==> src/rtl/dpram_pkg.sv <==
`default_nettype none
// ============================================================================
//  Module      : dpram_pkg
//  Description : Shared types for the dual-requester RAM arbiter. Holds the
//                controller state encoding used by dpram_arbiter.
//  Revision    : 1.0 - initial release
// ============================================================================
package dpram_pkg;

    // Controller states: arbitrate requesters, or zero-fill the whole RAM.
    typedef enum logic [0:0] {
        ST_IDLE  = 1'b0,
        ST_CLEAR = 1'b1
    } state_t;

endpackage
`default_nettype wire

==> src/rtl/rr_arb2.sv <==
`default_nettype none
// ============================================================================
//  Module      : rr_arb2
//  Description : Two-way round-robin grant logic. Grants are combinational;
//                a 1-bit last-grant pointer decides conflicts in favour of
//                the requester not granted most recently.
//  Ports       : clk, rst        - clock, synchronous active-high reset
//                i_en            - arbitration allowed this cycle
//                i_req0/i_req1   - request lines
//                o_gnt0/o_gnt1   - one-hot (or zero) grant
//  Revision    : 1.0 - initial release
// ============================================================================
module rr_arb2 (
    input  logic clk,
    input  logic rst,
    input  logic i_en,
    input  logic i_req0,
    input  logic i_req1,
    output logic o_gnt0,
    output logic o_gnt1
);

    // 1 = requester 1 was granted most recently. Resets to 1 so requester 0
    // wins the first conflict.
    logic r_last;

    assign o_gnt0 = i_en & i_req0 & (~i_req1 | r_last);
    assign o_gnt1 = i_en & i_req1 & (~i_req0 | ~r_last);

    always_ff @(posedge clk) begin
        if (rst) begin
            r_last <= 1'b1;
        end else if (o_gnt0 | o_gnt1) begin
            r_last <= o_gnt1;
        end
    end

endmodule
`default_nettype wire

==> src/rtl/dpram_arbiter.sv <==
`default_nettype none
// ============================================================================
//  Module      : dpram_arbiter
//  Description : Shares one single-port RAM interface between two requesters
//                with round-robin arbitration, and provides a zero-fill
//                sequence that writes every address once.
//  Ports       : clock, reset            - clock, synchronous active-high reset
//                reqN_valid/ready/we/addr/wdata - requester N access channel
//                rspN_valid/rdata        - read response, one cycle after grant
//                clear_start/clear_busy  - zero-fill trigger / in progress
//                ram_address/data/enable/wren, ram_q - external RAM port
//  Revision    : 1.0 - initial release
// ============================================================================
module dpram_arbiter
    import dpram_pkg::*;
#(
    parameter int AW = 8,
    parameter int DW = 8
) (
    input  logic          clock,
    input  logic          reset,
    input  logic          req0_valid,
    output logic          req0_ready,
    input  logic          req0_we,
    input  logic [AW-1:0] req0_addr,
    input  logic [DW-1:0] req0_wdata,
    input  logic          req1_valid,
    output logic          req1_ready,
    input  logic          req1_we,
    input  logic [AW-1:0] req1_addr,
    input  logic [DW-1:0] req1_wdata,
    output logic          rsp0_valid,
    output logic [DW-1:0] rsp0_rdata,
    output logic          rsp1_valid,
    output logic [DW-1:0] rsp1_rdata,
    input  logic          clear_start,
    output logic          clear_busy,
    output logic [AW-1:0] ram_address,
    output logic [DW-1:0] ram_data,
    output logic          ram_enable,
    output logic          ram_wren,
    input  logic [DW-1:0] ram_q
);

    localparam logic [AW-1:0] C_CNT_LAST = '1;

    state_t        r_state;
    state_t        w_state_next;
    logic [AW-1:0] r_cnt;
    logic [AW-1:0] w_cnt_next;
    logic          w_arb_en;
    logic          w_gnt0;
    logic          w_gnt1;
    logic          r_pend0;
    logic          r_pend1;
    logic [DW-1:0] r_hold0;
    logic [DW-1:0] r_hold1;

    // Reset gates every access, so an in-flight clear cannot write the
    // address it was on when reset arrived. clear_start wins over grants.
    assign w_arb_en = (r_state == ST_IDLE) & ~clear_start & ~reset;

    rr_arb2 u_arb (
        .clk    (clock),
        .rst    (reset),
        .i_en   (w_arb_en),
        .i_req0 (req0_valid),
        .i_req1 (req1_valid),
        .o_gnt0 (w_gnt0),
        .o_gnt1 (w_gnt1)
    );

    assign req0_ready = w_gnt0;
    assign req1_ready = w_gnt1;
    assign clear_busy = (r_state == ST_CLEAR);

    always_ff @(posedge clock) begin
        if (reset) begin
            r_state <= ST_IDLE;
            r_cnt   <= '0;
        end else begin
            r_state <= w_state_next;
            r_cnt   <= w_cnt_next;
        end
    end

    always_comb begin
        w_state_next = r_state;
        w_cnt_next   = r_cnt;
        ram_address  = '0;
        ram_data     = '0;
        ram_enable   = 1'b0;
        ram_wren     = 1'b0;
        case (r_state)
            ST_IDLE: begin
                if (clear_start) begin
                    w_state_next = ST_CLEAR;
                end else if (w_gnt1) begin
                    ram_enable  = 1'b1;
                    ram_wren    = req1_we;
                    ram_address = req1_addr;
                    ram_data    = req1_wdata;
                end else if (w_gnt0) begin
                    ram_enable  = 1'b1;
                    ram_wren    = req0_we;
                    ram_address = req0_addr;
                    ram_data    = req0_wdata;
                end
            end
            ST_CLEAR: begin
                ram_address = r_cnt;
                ram_enable  = ~reset;
                ram_wren    = ~reset;
                w_cnt_next  = r_cnt + AW'(1);
                if (r_cnt == C_CNT_LAST) begin
                    w_state_next = ST_IDLE;
                end
            end
            default: begin
                w_state_next = ST_IDLE;
            end
        endcase
    end

    // Read responses: the RAM answers one cycle after a granted read. The
    // hold registers keep the last delivered word visible between responses.
    always_ff @(posedge clock) begin
        if (reset) begin
            r_pend0 <= 1'b0;
            r_pend1 <= 1'b0;
            r_hold0 <= '0;
            r_hold1 <= '0;
        end else begin
            r_pend0 <= w_gnt0 & ~req0_we;
            r_pend1 <= w_gnt1 & ~req1_we;
            if (r_pend0) begin
                r_hold0 <= ram_q;
            end
            if (r_pend1) begin
                r_hold1 <= ram_q;
            end
        end
    end

    // A response still outstanding while reset is high is dropped.
    assign rsp0_valid = r_pend0 & ~reset;
    assign rsp1_valid = r_pend1 & ~reset;
    assign rsp0_rdata = rsp0_valid ? ram_q : r_hold0;
    assign rsp1_rdata = rsp1_valid ? ram_q : r_hold1;

endmodule
`default_nettype wire

==> config.mk <==
export PLATFORM = sky130hd
export DESIGN_NAME = dpram_arbiter
export DESIGN_NICKNAME = d
export VERILOG_FILES = /design/src/rtl/dpram_pkg.sv /design/src/rtl/rr_arb2.sv /design/src/rtl/dpram_arbiter.sv
export SDC_FILE = /design/constraint.sdc
export NUM_CORES = 1
export LEC_CHECK = 0
export ABC_AREA = 1
export BUFFER_PORTS_ARGS = -buffer_cell sky130_fd_sc_hd__buf_2
export CAP_MARGIN = 20
export CELL_PAD_IN_SITES_DETAIL_PLACEMENT = 1
export CELL_PAD_IN_SITES_GLOBAL_PLACEMENT = 1
export CORE_ASPECT_RATIO = 1.2
export CORE_MARGIN = 2
export CORE_UTILIZATION = 28
export DETAILED_ROUTE_END_ITERATION = 8
export PLACE_DENSITY_LB_ADDON = 0.1
export SLEW_MARGIN = 20
export SYNTH_ARGS = -nofsm -noshare
export SYNTH_HDL_FRONTEND = slang
export SYNTH_SLANG_ARGS = --single-unit
==> constraint.sdc <==
create_clock -name clock -period 1.3 [get_ports clock]
set_input_delay 0.195 -clock clock [delete_from_list [all_inputs] [get_ports clock]]
set_output_delay 0.195 -clock clock [all_outputs]
set_load 0.05 [all_outputs]
# Yosys cells after proc, flatten, opt, wreduce, memory -nomap -nowiden
# Cells that the tools add are included.
# totals
regBits	28
input_bits	47
out_inout_bits	39
elab_cells	51
# classes
n_addsub	1
eq_ne	1
mux	21
bitwise	21
# op_table
operator	n
$mux 8	9
$pmux 8 s2	1
$and 1x1->1	10
$add 8x1->8 const B	1
$eq 8x8->1 const B	1
$mux 1	8
$not 1->1	8
$pmux 1 s2	3
$or 1x1->1	3

# Longest topological paths before layout
# depth
word_depth	9
mapped_depth	8

# Cells and area by module
# From an unflattened synthesis, not the netlist that was laid out.
# hier_totals
cells_unflattened	232
area_unflattened_um2	1709.1
# modules_own_cells
module	n_inst	cells_per_inst	area_each_um2
dpram_arbiter	1	220	1637.8
rr_arb2	1	12	71.3

# Worst setup path after synthesis
# No wires, ideal clock.
# synth_timing
kind	register -> output
start	register r_pend0
end	output rsp0_rdata[0]
t_arrival_ns	1.727
setup_slack_ns	-0.622
stages_incl_launch_ff	5
path_buffers	1
path_cell_list	dfxtp_1 -> inv_1 -> nor2_2 -> buf_4 -> o21ai_0
# synth_between
elab_chain_cells	2
# synth_lines
element	line_no	rtl
start: declaration	dpram_arbiter.sv:54	logic r_pend0;
start signal: assignment	dpram_arbiter.sv:134	r_pend0 <= w_gnt0 & ~req0_we;
$and 1x1->1	dpram_arbiter.sv:146	assign rsp0_valid = r_pend0 & ~reset;
net rsp0_valid	dpram_arbiter.sv:32	output logic rsp0_valid,
$mux 8	dpram_arbiter.sv:148	assign rsp0_rdata = rsp0_valid ? ram_q : r_hold0;
end: declaration	dpram_arbiter.sv:33	output logic [DW-1:0] rsp0_rdata,
# The timed path passes the listed nets, and every way through them passes these cells.

# Worst setup path after layout
# layout_timing
start	register r_state (netlist: clear_busy)
end	output ram_address[7]
# layout_between
elab_chain_cells	9
elab_cells_between_ends	11
cone_classes	mux (4); bitwise (7)
# layout_lines
element	line_no	rtl
start: declaration	dpram_arbiter.sv:47	state_t r_state;
start signal: assignment	dpram_arbiter.sv:82	r_state <= w_state_next;
$not 1->1	n/a	
$and 1x1->1 (2 in a row)	dpram_arbiter.sv:61	assign w_arb_en = (r_state == ST_IDLE) & ~clear_start & ~reset;
$and 1x1->1 (2 in a row)	rr_arb2.sv:27	assign o_gnt0 = i_en & i_req0 & (~i_req1 | r_last);
$mux 8	dpram_arbiter.sv:103	end else if (w_gnt0) begin
$mux 8	dpram_arbiter.sv:98	end else if (w_gnt1) begin
$mux 8	dpram_arbiter.sv:96	if (clear_start) begin
$pmux 8 s2 *	dpram_arbiter.sv:94	case (r_state)
end: declaration	dpram_arbiter.sv:38	output logic [AW-1:0] ram_address,
# Mark *: on every way between the ends. The rest lies on a longest branch, timed or not.

==> summary.txt <==
Worst setup path
  • R2R Path Start: clear_busy
  • Setup CP Type: reg2out
  • Critical path capture point type: output pin
  • Reg2reg end: r_cnt[7]
  • Worst setup path start: clear_busy
  • Required @ worst endpoint: 1.11 ns
  • Reg2Reg Setup Slack: 0.02 ns
  • Largest stage delay on the critical path: 0.36 ns
  • Nature of the critical path startpoint: flop
  • WP data arrival: 1.50 ns
  • Critical path, cell by cell: inv_4 > nand2_4 > nor2_8 > nand3_4 > inv_6 > buf_12 > nand2_1 > nand3_4 > buf_8
  • Worst-path fanout max: 8
  • FF-to-FF path depth: 7
  • Most frequent CP cell: nand3_4
  • Crit path max-delay cell type: dfxtp_4

Logic synthesis
  • Synth Flop Type: dfxtp_1
  • Adder-Cell Fraction of Synth Area: 0.854%
  • Syn Inst Count: 220
  • Syn_nets: 268
  • Post-Syn Area: 1470 um^2
  • Yosys warnings: 0
  • Simple-gate share of the synthesized area: 35.2%
  • Seq/Total Area, Yosys: 38.3%
  • Synth Area in Compound Gates: ~14%
  • Mux cell area share after synthesis: 0%
  • Largest family of logic cells by synthesized area: simple AND/OR/NAND/NOR gates
  • Synth cell types: 26
  • Xor and xnor fraction of the mapped netlist area: 0.598%
  • Syn_area_per_cell: 6.66 um^2
  • Yosys reg bits: 28
  • Async set-reset flop share out of synthesis: 0%
  • Number of enable flip-flop cells after synthesis: 0

Detailed routing
  • Initial DRC Count: 35
  • DR vias/cell: 4.80
  • ANT nets after route: 0
  • DRC violations left: 0
  • Wirelength per Cell: 15.1 um
  • WL final: 5840 um
  • Vias: roughly 1900
  • Drt first pass iters: 4

STA
  • Actual slew at the worst max-slew pin: 0.267 ns
  • Final hold slack: 0.136 ns
  • Skew final: 0.00465 ns
  • Setup ws final: -0.399 ns
  • Final Critical Period: 1.70 ns
  • Max transition margin: 82.2%
  • Unrepaired setup endpoints after global routing: yes
  • # setup viols final: 38
  • Fmax: 0.589 GHz
  • Final hold violations: 0
  • Final-report max-slew violation count: 0
  • Crit share post-route: 131%

Min path
  • HP Start: req0_we
  • Hold/Removal Path Class: in2reg
  • Worst hold stages: 2
  • Hold endpoint: r_pend0

Clock tree
  • CTS max path bufs: 2
  • H-tree levels: 1
  • CTS tree: built
  • Clock tree sinks: 28
  • Root Buffer: clkbuf_8
  • Clk pin slew, worst setup/hold paths: about 0.10 ns
  • Hold-fix buffers, CTS: 0
  • CTS buffer count: 3
  • Skew-Pair Late Insertion Delay: 0.27 ns

Die
  • IO Pins: 86
  • Die footprint: roughly 5800 um^2
  • Row cnt: 28
  • Die H: 83.2 um
  • Initial core utilization: between 20% and 30%
  • Die Width: 70.0 um
  • Core area: 4970 um^2

Final layout
  • Layout area overhead: 112%
  • Layout net count: approximately 380
  • N_diodes: 0
  • Cell area after layout: roughly 3100 um^2
  • Layout cells sized above 1: between 50 and 60%
  • Filler Cells Inserted: 571
  • Final Instance Count excl. Fillers: 386

GRT
  • Largest net degree at the start of global routing: 17
  • Gr usage total: 20.0%
  • Number of global-route vias before repair: 1947
  • First-pass GRT wire length: 9610 um
  • Initial antenna violation count: 0
  • Global route overflow: 0

Place
  • Placed cell areas: approximately 2300 um^2
  • DP Cell Count: 371
  • # port buffers: 85
  • Dpl hpwl: 3730 um
  • RePlAce Congestion: 0.695

Power and ir drop
  • Lkg Pwr: about 1.5 nW
  • Power Total: 2.19 mW
  • PD cells: 703 nW/um^2
  • Worst IR drop on VDD: ~0.54 mV

Flow run
  • Max Cap Violations: 0

Outcome
  • Failing checks: setup timing
  • Status: complete, but fails checks
placed cells by master, fill, tap and decap left out, types with 3 or more instances in the layout:
cell / count
nand2_1: 47
buf_2: 46
dfxtp_1: 25
buf_6: 24
inv_1: 22
nand2_4: 20
o21ai_0: 19
buf_8: 19
nor2_1: 12
buf_4: 11
nand3_4: 10
nand2_2: 10
o21ai_2: 10
nand2_8: 7
buf_12: 7
o21ai_1: 4
a21oi_1: 3
clkbuf_8: 3
metal layers:
layer	global-route usage [%]	routed length (um)	up-vias
met2	38.2	3230	79
met4	3.67	71	0
met5	0	0	-
met3	2.91	345	8
met1	23.5	2200	865
li1	-	-	902
worst max path at each step:
stage	to	slack [ns]
2_1_floorplan	rsp0_rdata[0]	-0.20
3_3_place_gp	ram_address[7]	-0.17
3_5_place_dp	ram_address[2]	-0.19
4_1_cts	ram_address[1]	-0.40
5_1_grt	ram_address[7]	-0.49
6_report	ram_address[7]	-0.40
synthesized netlist by cell type (2+ instances only):
cell type	instances	area share, %
nor3_1	2	0.68
buf_6	3	2.3
buf_4	2	1.0
dfxtp_1	28	38
nand2_1	81	21
nor2_2	2	0.85
nand2_2	2	0.85
nor2_1	13	3.3
a21oi_1	3	1.0
inv_4	2	0.85
o21ai_0	35	12
inv_1	24	6.1
nand3_1	10	3.4
critical path: cells and delay by family, from the launching register on:
family                 cells  cell delay (ns)
buffers and inverters      4             0.42
AND/OR/NAND/NOR            5             0.42
flip-flops                 1             0.36
timing repair:
action | in CTS | in global routing
cloned | 2 | 1
setup endpoints to repair | 39 | 44
setup buffers | 6 | 3
pin swaps | 10 | 6
gates resized for setup | 130 | 42
power breakdown:
part           internal [mW]  switching [mW]  total [mW]
clock network          0.412           0.277       0.689
logic                  0.250           0.361       0.610
registers              0.875          0.0121       0.887
total                   1.54           0.650        2.19
kinds of logic after synthesis:
logic type	Yosys count
xor+xnor	1
buf+inv	34
flops	28
fa+ha+maj	1
compound gates	40
simple gates	116
cell type report:
cell class              count  area [um^2]  share of cell area [%]
clock buffers               3         41.3                    1.33
clock inverters             1         30.0                   0.966
inverters                  27          121                    3.90
multi-input cells         158         1220                    39.4
flip-flops and latches     28          567                    18.2
well taps                  60         75.1                    2.41
repair buffers            108         1030                    33.2
repair inverters            1         16.3                   0.523
flip-flops by register name, summed over array words and instances, names as in the netlist:
| register | flops |
|---|---|
| r_hold0 | 8 |
| u_arb.r_last | 1 |
| r_pend0 | 1 |
| r_hold1 | 8 |
| clear_busy | 1 |
| r_cnt | 8 |
| r_pend1 | 1 |
metrics by stage:
step / util [%] / TNS [ns] / setup slack (ns)
floorplan: - / -3.76 / -0.203
global placement: 46.7 / -3.54 / -0.174
detailed placement: 46.7 / -3.96 / -0.192
CTS: 58.8 / -10.22 / -0.397
global route: 62.5 / -13.76 / -0.488
finish: 62.5 / -10.50 / -0.399
Power figures use the tool's default switching activity.
